`src/rtl/gem_copad_clct_pri_gen.sv`:
```
// GEM copad / CLCT priority generator.
// Keeps a short per-slot history of GEM copad key positions. On each CLCT
// pre-trigger it registers, for every slot, the bending angle |clct - gem|
// of that slot's youngest valid copad. 10'h3FF marks "no match".
module gem_copad_clct_pri_gen #(
    parameter int         WIN       = 3,       // window depth in BX incl. current, 1..4
    parameter logic [9:0] MAX_DXKY  = 10'd64,  // largest accepted |dxky|
    parameter bit         KILL_USED = 1'b1     // consume the copad that matched
) (
    input  logic       clock,
    input  logic       reset,
    input  logic [7:0] copad_vld,
    input  logic [9:0] copad_xky_0,
    input  logic [9:0] copad_xky_1,
    input  logic [9:0] copad_xky_2,
    input  logic [9:0] copad_xky_3,
    input  logic [9:0] copad_xky_4,
    input  logic [9:0] copad_xky_5,
    input  logic [9:0] copad_xky_6,
    input  logic [9:0] copad_xky_7,
    input  logic       clct_vpf,
    input  logic [9:0] clct_xky,
    output logic [9:0] win_pri_0,
    output logic [9:0] win_pri_1,
    output logic [9:0] win_pri_2,
    output logic [9:0] win_pri_3,
    output logic [9:0] win_pri_4,
    output logic [9:0] win_pri_5,
    output logic [9:0] win_pri_6,
    output logic [9:0] win_pri_7,
    output logic [9:0] gem_xky_0,
    output logic [9:0] gem_xky_1,
    output logic [9:0] gem_xky_2,
    output logic [9:0] gem_xky_3,
    output logic [9:0] gem_xky_4,
    output logic [9:0] gem_xky_5,
    output logic [9:0] gem_xky_6,
    output logic [9:0] gem_xky_7,
    output logic       pri_vld,
    output logic       any_match
);

    // History depth; one dummy entry is kept when WIN=1 so the arrays are never empty.
    localparam int HD = (WIN > 1) ? WIN - 1 : 1;
    localparam logic [9:0] NO_MATCH = 10'h3FF;

    logic [9:0] copad_xky [8];

    logic       hist_vld_q [8][HD];
    logic       hist_vld_d [8][HD];
    logic [9:0] hist_xky_q [8][HD];
    logic [9:0] hist_xky_d [8][HD];

    logic [9:0] win_pri_q [8];
    logic [9:0] win_pri_d [8];
    logic [9:0] gem_xky_q [8];
    logic [9:0] gem_xky_d [8];
    logic       pri_vld_q, pri_vld_d;
    logic       any_match_q, any_match_d;

    logic       sel_vld [8];
    logic [9:0] sel_xky [8];
    logic [1:0] sel_age [8];
    logic [9:0] dxky    [8];
    logic       match   [8];

    assign copad_xky[0] = copad_xky_0;
    assign copad_xky[1] = copad_xky_1;
    assign copad_xky[2] = copad_xky_2;
    assign copad_xky[3] = copad_xky_3;
    assign copad_xky[4] = copad_xky_4;
    assign copad_xky[5] = copad_xky_5;
    assign copad_xky[6] = copad_xky_6;
    assign copad_xky[7] = copad_xky_7;

    // Pick the youngest valid candidate per slot and measure its distance to the CLCT.
    always_comb begin
        for (int i = 0; i < 8; i++) begin
            sel_vld[i] = 1'b0;
            sel_xky[i] = 10'd0;
            sel_age[i] = 2'd0;
            // Walk oldest to youngest so a younger valid entry overrides an older one.
            for (int a = WIN - 1; a >= 1; a--) begin
                if (hist_vld_q[i][a-1]) begin
                    sel_vld[i] = 1'b1;
                    sel_xky[i] = hist_xky_q[i][a-1];
                    sel_age[i] = 2'(a);
                end
            end
            if (copad_vld[i]) begin
                sel_vld[i] = 1'b1;
                sel_xky[i] = copad_xky[i];
                sel_age[i] = 2'd0;
            end
            dxky[i]  = (clct_xky >= sel_xky[i]) ? (clct_xky - sel_xky[i])
                                                : (sel_xky[i] - clct_xky);
            match[i] = sel_vld[i] && (dxky[i] <= MAX_DXKY);
        end
    end

    // Shift the history one BX; a copad consumed by this strobe moves on invalidated.
    always_comb begin
        for (int i = 0; i < 8; i++) begin
            logic kill;
            kill = KILL_USED && clct_vpf && match[i];
            for (int a = 0; a < HD; a++) begin
                hist_vld_d[i][a] = hist_vld_q[i][a];
                hist_xky_d[i][a] = hist_xky_q[i][a];
            end
            hist_vld_d[i][0] = copad_vld[i] && !(kill && sel_age[i] == 2'd0);
            hist_xky_d[i][0] = copad_xky[i];
            for (int a = 1; a < WIN - 1; a++) begin
                hist_vld_d[i][a] = hist_vld_q[i][a-1] && !(kill && sel_age[i] == 2'(a));
                hist_xky_d[i][a] = hist_xky_q[i][a-1];
            end
        end
    end

    // Load new priorities on a strobe, otherwise hold them.
    always_comb begin
        pri_vld_d   = clct_vpf;
        any_match_d = any_match_q;
        for (int i = 0; i < 8; i++) begin
            win_pri_d[i] = win_pri_q[i];
            gem_xky_d[i] = gem_xky_q[i];
        end
        if (clct_vpf) begin
            any_match_d = 1'b0;
            for (int i = 0; i < 8; i++) begin
                win_pri_d[i] = match[i] ? dxky[i]    : NO_MATCH;
                gem_xky_d[i] = match[i] ? sel_xky[i] : 10'd0;
                any_match_d  = any_match_d | match[i];
            end
        end
    end

    // Control state and output registers; reset wins over a simultaneous strobe.
    always_ff @(posedge clock) begin
        if (reset) begin
            pri_vld_q   <= 1'b0;
            any_match_q <= 1'b0;
            for (int i = 0; i < 8; i++) begin
                win_pri_q[i] <= NO_MATCH;
                gem_xky_q[i] <= 10'd0;
                for (int a = 0; a < HD; a++) hist_vld_q[i][a] <= 1'b0;
            end
        end else begin
            pri_vld_q   <= pri_vld_d;
            any_match_q <= any_match_d;
            for (int i = 0; i < 8; i++) begin
                win_pri_q[i] <= win_pri_d[i];
                gem_xky_q[i] <= gem_xky_d[i];
                for (int a = 0; a < HD; a++) hist_vld_q[i][a] <= hist_vld_d[i][a];
            end
        end
    end

    // History key positions are data only; their valid bits gate them.
    always_ff @(posedge clock) begin
        for (int i = 0; i < 8; i++)
            for (int a = 0; a < HD; a++) hist_xky_q[i][a] <= hist_xky_d[i][a];
    end

    assign pri_vld   = pri_vld_q;
    assign any_match = any_match_q;
    assign win_pri_0 = win_pri_q[0];
    assign win_pri_1 = win_pri_q[1];
    assign win_pri_2 = win_pri_q[2];
    assign win_pri_3 = win_pri_q[3];
    assign win_pri_4 = win_pri_q[4];
    assign win_pri_5 = win_pri_q[5];
    assign win_pri_6 = win_pri_q[6];
    assign win_pri_7 = win_pri_q[7];
    assign gem_xky_0 = gem_xky_q[0];
    assign gem_xky_1 = gem_xky_q[1];
    assign gem_xky_2 = gem_xky_q[2];
    assign gem_xky_3 = gem_xky_q[3];
    assign gem_xky_4 = gem_xky_q[4];
    assign gem_xky_5 = gem_xky_q[5];
    assign gem_xky_6 = gem_xky_q[6];
    assign gem_xky_7 = gem_xky_q[7];

endmodule

```
`config.mk`:
```
export PLATFORM = sky130hd
export DESIGN_NAME = gem_copad_clct_pri_gen
export DESIGN_NICKNAME = d
export VERILOG_FILES = /design/src/rtl/gem_copad_clct_pri_gen.sv
export SDC_FILE = /design/constraint.sdc
export NUM_CORES = 1
export LEC_CHECK = 0
export ABC_AREA = 0
export ABC_CLOCK_PERIOD_IN_PS = 4600
export CORE_UTILIZATION = 45
export CTS_CLUSTER_SIZE = 30
export DETAILED_ROUTE_END_ITERATION = 16
export HOLD_SLACK_MARGIN = 0.08
export PLACE_DENSITY = 0.75
export SLEW_MARGIN = 10
export SYNTH_ARGS = -nofsm -noshare
export SYNTH_HDL_FRONTEND = slang
export SYNTH_SLANG_ARGS = --single-unit
export TNS_END_PERCENT = 50
```
`constraint.sdc`:
```
create_clock -name clock -period 4.6 [get_ports clock]
set_clock_uncertainty 0.15 [all_clocks]
set_input_delay 0.92 -clock clock [delete_from_list [all_inputs] [get_ports clock]]
set_output_delay 0.92 -clock clock [all_outputs]
set_load 0.02 [all_outputs]
```
== After elaboration in Yosys (flattened, before gate mapping) ==
Memories as Yosys holds them, arrays and structs flattened.
Index checks and enable logic that the tools add are counted.
W data, S select, Z words.
Word-level totals
  register bits after elaboration: 2
  bits in writable memories: 336
  bits of input ports: 101
  logic and storage cells: 290
  memories: 4
Memories
  hist_xky_q: depth 8, bits a word 20, rd ports 8, clocked after memory_dff 0, wr ports 8, line 51  | logic [9:0] hist_xky_q [8][HD];
  gem_xky_q: depth 8, bits a word 10, rd ports 8, clocked after memory_dff 0, wr ports 8, line 56  | logic [9:0] gem_xky_q [8];
  win_pri_q: depth 8, bits a word 10, rd ports 8, clocked after memory_dff 0, wr ports 8, line 54  | logic [9:0] win_pri_q [8];
  hist_vld_q: depth 8, bits a word 2, rd ports 8, clocked after memory_dff 0, wr ports 8, line 49  | logic hist_vld_q [8][HD];
Cells by class
  add/sub/neg operators: 16
  order comparisons: 16
  equal/unequal tests: 8
  multiplexer cells: 133
  bitwise logic cells: 39
  reduce and logical (&&, ||, !) cells: 72
Operator list (count)
  $mux W10: 64
  $mux W80: 2
  $sub A10 B10 Y10: 16
  $ge A10 B10 Y1: 8
  $le A10 B7 Y1 const B: 8
  $logic_and A1 B1 Y1: 48
  $mux W2: 24
  $mux W1: 43
  $or A1 B1 Y1: 39
  $eq A2 B1 Y1 const B: 8
  $logic_not A1 Y1: 16
  $logic_not A2 Y1: 8

== Depth between registers and ports, before layout ==
Gate-level depths: netlist of run 1.
  word-level depth: 14
  depth in mapped cells: 20

== Worst setup path after synthesis of run 1 ==
No wires, ideal clock.
  path kind: in2reg
  from: in copad_vld[4]
  to: mem win_pri_q[4][2] (netlist: win_pri_q[1][2])
  setup time: 122 ps
  arrival time: 4394 ps
  required time: 4328 ps
  path slack: -66 ps
  stages on the path: 18
  path buffers: 3
  cells stage by stage: clkbuf_1 > nand2_1 > o21ai_0 > ha_1 > inv_1 > fa_1 > a211oi_1 > nor3b_1 > o21ba_2 > nor2_2 > mux2_2 > o2bb2ai_1 > o32a_1 > nor4_2 > and2_1 > buf_4 > buf_4 > a31oi_1
RTL lines
  start, declared: line 12  | input logic [7:0] copad_vld,
  end, declared: line 54

==> results of run 1 <==
## path summary, 6_finish.rpt
kind | startpoint | slack [ps] | endpoint | cells past startpoint
min | hist_xky_q[0][73] | 190 | hist_xky_q[0][63] | 0
max reg2reg | hist_vld_q[1][4] | 230 | hist_vld_q[1][5] | 15
min reg2reg | hist_xky_q[0][73] | 190 | hist_xky_q[0][63] | 0
max | clct_xky[7] | 130 | hist_vld_q[0][0] | 17
## cells by family after synthesis
kind of cell / count (synthesis) / synth area share [%]
compound gates: 613 / 23.82
xor+xnor: 54 / 2.765
fa+ha+maj: 168 / 12.79
buf+inv: 218 / 5.263
flops: 338 / 38.93
mux: 39 / 2.297
simple gates: 512 / 14.14
## power by group through the flow
stage,Clock (mW),Sequential (mW),Combinational [mW]
final,2.79,3.11,2.79
after floorplan,0,3.21,1.31
after global routing,2.95,3.12,3.02
after global placement,0,3.17,2.65
after detailed placement,0,3.18,2.68
after CTS,2.83,3.11,2.70
## cell type report
class / count / area share [%]
Timing Repair Buffer: 746 / 25.56
Inverter: 120 / 1.782
Clock buffer: 51 / 4.108
Sequential cell: 338 / 26.76
Clock inverter: 11 / 0.2969
Tap cell: 511 / 2.529
Multi-Input combinational cell: 1386 / 38.96
## placed cells by master (no fill, tap or decap), types with 7 or more instances in the layout
master,instances
o211a_1,8
xnor2_1,32
a31oi_1,13
a21o_1,34
and3_1,21
o21ai_0,134
buf_4,467
nor2_1,138
clkbuf_1,8
a211oi_1,7
inv_1,119
mux2_2,7
nor2b_1,29
nand3b_1,9
mux2i_1,31
clkbuf_16,37
o21ai_1,27
nand2b_1,10
a221oi_1,9
o21a_1,15
nand3_1,21
o211ai_1,13
a22o_1,46
ha_1,150
buf_12,16
clkdlybuf4s50_1,258
nand2_1,183
a21oi_1,131
o22a_1,7
dfxtp_1,338
and2_1,17
fa_1,15
nand4_1,14
xor2_1,21
a22oi_1,76
nor3_1,24
## worst reg2reg max path, cell delays in order, from the launching register on
cell      delay [ps]
dfxtp_1          370
nor2b_1          150
buf_4            190
a22oi_1           80
o21ai_0          350
ha_1             300
fa_1             230
nor2b_1           60
o21ai_1          240
a21oi_2          130
o41ai_4          470
mux2i_1          320
o211ai_1         130
xor2_1           180
or4_4            570
o311a_1          340
## sequential cells by signal, indices dropped and copies added, names as in the netlist
register    count
hist_xky_q    160
any_match       1
win_pri_q      80
pri_vld         1
gem_xky_q      80
hist_vld_q     16
## timing repair
| item | CTS | global route |
|---|---|---|
| endpoints found under the setup margin | 18 | 158 |
| gates resized for setup | 3 | 55 |
| hold buffers | 0 | 0 |
| pin swaps | 1 | 15 |
| setup buffers | 1 | 6 |
## metal layers
metal  vias up  share of wire (%)  track usage (%)
li1       8268                  -                -
met1      8144                 44            38.95
met2       559                 46            50.97
met3       145                5.4            3.628
met4         0                4.6            14.67
met5         -                  0                0
## metrics by stage
stage	utilization, %	hold WS, ps
finish	66.81	194.9
global route	66.81	201.1
CTS	66.28	194.3
detailed placement	63.32	185.9
global placement	63.32	183.4
floorplan	-	181.0
==> out/results.txt, run 1 <==
Largest net degree at the start of global routing -> 60
Most numerous cell in the Yosys netlist -> dfxtp_1
Comb power frac -> 32.1%
Dpl cells -> 3,094
Top cell types by occurrence after synthesis -> 338 x dfxtp_1, 184 x nand2_1, 159 x o21ai_0
Syn Area/Cell -> 8.949 sq um
Share of layout cells above drive strength 1 -> 23.19%
Mapped cell area -> 0.01738 sq mm
Fin. Hold Viols -> 0
Core area -> 0.03784 sq mm
Worst-path cell chain -> clkdlybuf4s50_1, inv_1, buf_12, ha_1, a21oi_1, o211ai_1, a21o_1, nor2_2, buf_4, mux2i_1, xor2_1, a41oi_2, nor3_2, buf_4, buf_4, nand2_1, o211a_1
Input/output buffers -> 262
Distinct cells, synth -> 94
Slowest stage cell, crit path -> clkdlybuf4s50_1
Primary FF master, synth -> dfxtp_1
Area Overhead vs Synth -> 45.48%
Global-route wire length before repair -> 92,950 microns
Async set-or-reset flop fraction in the synthesized netlist -> 0%
Initial Util -> 45.92%
Non-Filler Instances -> 3,163
Maximum vdd drop -> 0.2947 mV
Maximum clock path buffer count -> 3
Power Total -> 8.701 mW
Max_cap viols -> 0
Max_slew headroom -> 33.86%
Cells after Synth -> 1,942
Crit Path Max Fanout -> 8
Die W -> 198.5 microns
Status -> complete, no violations
Fillers -> 3,089
Cell area after layout -> 0.02528 sq mm
Fmax -> 223.5 MHz
Height of the die -> 198.5 microns
Leakage power -> 11.19 nW
Top delay family on crit path -> buffers and inverters
Worst setup EP type -> flip-flop
Via density -> 5.411
Final worst slack -> 126.4 ps
Critical path buffer and inverter count -> 6
Die area -> 0.03941 sq mm
Ant diodes -> 0
Setup TNS -> 0 ps
Area leader, netlist -> dfxtp_1
Worst skew pair latency -> 540 ps
Crit path time final -> 4474 ps
Crit-path max cell delay -> 490 ps
Via count -> 17,120
Synth Register Bits -> 338
DRC -> 0
Multi-input logic area -> 0.009851 sq mm
Clock power share -> 32.1%
Max-slew violation count -> 0
PwrDens -> 344.1 mW/mm^2
Seq/Total Area, Yosys -> 38.93%
Worst path arrival time -> 4760 ps
Grt total ovfl -> 0
Number of buffers created by CTS -> 36
Root Buffer -> clkbuf_16
Wire length per cell -> 19.09 microns
All-Layer GR Usage -> 30.47%
GPL Wtd Cong -> 0.9474
Cell Int Power -> 6.036 mW
Worst-margin pin slew -> 992.1 ps
Final Setup Violations -> 0
Routed Antenna Nets -> 0
Sw Share -> 30.63%
Initial antenna violation count -> 0
Most area-consuming cells after synthesis -> dfxtp_1 39%, ha_1 11%, o21ai_0 4.6%
Storage element area -> 0.006766 sq mm
Hold crit path type -> flip-flop to flip-flop
Crit-path most repeated cell -> buf_4
Setup crit start kind -> primary input
DP Worst Slack -> -635.5 ps
Clk sinks -> 338
Cell area after placement -> 0.02396 sq mm
RSZ-0062 raised after global routing -> no
Rows -> 71
TritonCTS clock tree -> built
IO Count -> 263
CP required -> 4890 ps
Vias in the first global route -> 17,310
Final period utilization -> 97.25%
Final net count -> 2,897
Worst-path clk slew -> 60 ps
Reg power frac -> 35.8%
Initial DRC Count -> 1,067
Htree depth -> 2
Number of synthesized flops with an enable pin -> 0
Dpl hpwl -> 45,280 microns
Syn Nets -> 2,211
Drt first pass iters -> 5
Yosys warning total -> 0
WL final -> 60,390 microns
NetSw -> 2.665 mW
Top-area cell type share of the netlist area -> 38.93%
Critical setup path kind -> primary input to flip-flop
(Power assumes the default switching activity.)
==> run 2, diff against run 1 <==
Settings changed: SETUP_SLACK_MARGIN set to 0.05.
==> run 2 against run 1 <==
Sequential cell count is the same. Combinational power grew 3%. Clock power grew 5%. Critical path type unchanged. Critical path depth grew 2. Via count grew 0.57%. Final cell count grew 0.70%. Core utilization grew 0.85 points. Die area is the same.
==> out/results.txt, run 2 (synthesis results as in run 1) <==
Status -> complete, no violations
Largest register by flop count -> hist_xky_q
Maximum clock path buffer count -> 3 (unchanged)
TritonCTS clock tree -> built
Worst R2R Path Depth -> 19 (+4)
Max_cap viols -> 0 (unchanged)
Core area -> 0.03784 sq mm (unchanged)
Fin. Hold Viols -> 0 (unchanged)
Worst setup EP type -> flip-flop
Htree depth -> 2 (unchanged)
Share of layout cells above drive strength 1 -> 24.27% (+1.1 points)
Setup crit start kind -> primary input
Max_slew headroom -> 52.24% (+18 points)
Dpl cells -> 3,109 (+0.48%)
Via count -> 17,210 (+0.57%)
All-Layer GR Usage -> 30.34% (-0.13 points)
Maximum vdd drop -> 0.3115 mV (+5.7%)
Regs by FF count -> hist_xky_q (160), gem_xky_q (80), win_pri_q (80)
Dpl hpwl -> 45,860 microns (+1.3%)
Critical path buffer and inverter count -> 7 (+1)
Final worst slack -> 183.9 ps (+57.43 ps)
CP required -> 4890 ps (about the same)
GPL Wtd Cong -> 0.9577 (+1.1%)
Fmax -> 226.4 MHz (+1.3%)
Hold path cells -> 0 (unchanged)
Grt total ovfl -> 0 (unchanged)
PwrDens -> 347.9 mW/mm^2 (+1.1%)
Max-slew violation count -> 0 (unchanged)
Final net count -> 2,918 (+0.72%)
Wire length per cell -> 19.06 microns (-0.16%)
Initial antenna violation count -> 0 (unchanged)
Final period utilization -> 96.00% (-1.2 points)
Worst path arrival time -> 4700 ps (-60 ps)
Die area -> 0.03941 sq mm (unchanged)
Largest net degree at the start of global routing -> 60 (unchanged)
Ant diodes -> 0 (unchanged)
RSZ-0062 raised after global routing -> yes
Worst skew pair latency -> 550 ps (about the same)
Final Setup Violations -> 0 (unchanged)
Area Overhead vs Synth -> 47.32%
Most frequent cells in the layout -> 484 x buf_4, 338 x dfxtp_1, 255 x clkdlybuf4s50_1
DRC -> 0 (unchanged)
Slowest stage cell, crit path -> clkdlybuf4s50_1
Input/output buffers -> 262 (unchanged)
Initial Util -> 45.92% (unchanged)
Rows -> 71 (unchanged)
Hold crit path type -> flip-flop to flip-flop
DP Worst Slack -> -562.3 ps (+73.20 ps)
Via density -> 5.405 (-0.12%)
WL final -> 60,710 microns (+0.53%)
Die W -> 198.5 microns (unchanged)
Power Total -> 8.908 mW (+2.4%)
Max reg flops -> 160 (unchanged)
Initial DRC Count -> 1,199 (+12%)
Crit-path max cell delay -> 460 ps (-30 ps)
Hold_buf cts -> 0 (unchanged)
Height of the die -> 198.5 microns (unchanged)
Worst-path clk slew -> 60 ps (about the same)
Top delay family on crit path -> buffers and inverters
Worst-margin pin slew -> 714.7 ps (-277.4 ps)
Non-Filler Instances -> 3,185 (+0.70%)
Root Buffer -> clkbuf_16
IO Count -> 263 (unchanged)
Critical setup path kind -> primary input to flip-flop
Crit Path Max Fanout -> 7 (-1)
Clk sinks -> 338 (unchanged)
Crit path time final -> 4416 ps (-57.43 ps)
Crit-path most repeated cell -> buf_4
Number of buffers created by CTS -> 36 (unchanged)
Commonest non-fill, non-tap cell in the layout -> buf_4
Leakage power -> 11.36 nW (+1.5%)
Routed Antenna Nets -> 0 (unchanged)
Drt first pass iters -> 5 (unchanged)
Levels on crit path -> 19 (+2)
Global-route wire length before repair -> 92,560 microns (-0.42%)
Worst-path cell chain -> clkdlybuf4s50_1, inv_2, buf_6, ha_2, inv_1, fa_1, a21oi_2, and3_1, o211ai_1, mux2i_1, buf_4, a221oi_1, xor2_1, nand2_1, nor4_4, buf_4, nand2_1, buf_4, o22a_1
Vias in the first global route -> 17,040 (-1.6%)
==> run 2: changes by cell type in the layout (fill, tap and decap cells not counted), sizes merged <==
cell           previous run  this run
o221ai                    1         2
bufinv                    0         3
clkdlybuf4s50           258       255
dlymetal6s2s              3         5
clkinv                    7         6
buf                     485       506
clkinvlp                  1         0
==> run 2: report_power, final <==
part / total, mW / switching (mW) / internal (mW)
Combinational: 2.88 / 1.43 / 1.45
Sequential: 3.11 / 0.0634 / 3.05
Clock: 2.92 / 1.20 / 1.72
==> run 2: layout make-up <==
class / instances / area, sq um
fillers: 3077 / 12240
clock buffers: 51 / 1018
flip-flops and latches: 338 / 6766
multi-input cells: 1387 / 9955
repair buffers: 766 / 6624
inverters: 120 / 450.4
clock inverters: 12 / 150.1
well taps: 511 / 639.4
==> run 2: routing by layer <==
layer | GRT usage [%] | part of all wire (%) | up-vias
li1 | - | - | 8323
met1 | 38.51 | 43 | 8184
met2 | 51.18 | 47 | 583
met3 | 4.103 | 5.6 | 124
met4 | 13.62 | 4.0 | 0
met5 | 0 | 0 | -
==> run 2: timing repair <==
action | in CTS | in global routing
buffers inserted | 0 | 12
setup endpoints to repair | 44 | 173
gates cloned | 0 | 1
gates resized for setup | 4 | 77
pin swaps | 1 | 29
==> run 2: path summary, 6_finish.rpt <==
check	start	endpoint	slack [ps]
max	clct_xky[0]	win_pri_q[0][33]	180
min	hist_xky_q[1][75]	hist_xky_q[1][65]	200
min reg2reg	hist_xky_q[1][75]	hist_xky_q[1][65]	200
max reg2reg	hist_vld_q[0][6]	win_pri_q[0][33]	340
==> run 2: worst register-to-register path, delay by kind of cell, from the launching register on <==
kind	cells	cell delay (ps)
AO/OA/AOI/OAI	6	1070
XOR/XNOR	1	170
adder cells (fa/ha/maj)	1	430
buffers and inverters	5	810
flip-flops	1	370
multiplexers	1	180
AND/OR/NAND/NOR	5	980
==> run 2: per-stage QoR <==
| step | setup TNS, ps | hold slack [ps] | cell area [sq um] | util (%) |
|---|---|---|---|---|
| after global routing | 0 | 204.8 | 25600 | 67.66 |
| after global placement | -61570 | 183.5 | 24080 | 63.62 |
| after floorplan | 0 | 181.0 | 17390 | - |
| final | 0 | 197.4 | 25600 | 67.66 |
| after CTS | 0 | 198.5 | 25260 | 66.74 |
| after detailed placement | -73910 | 187.0 | 24080 | 63.62 |
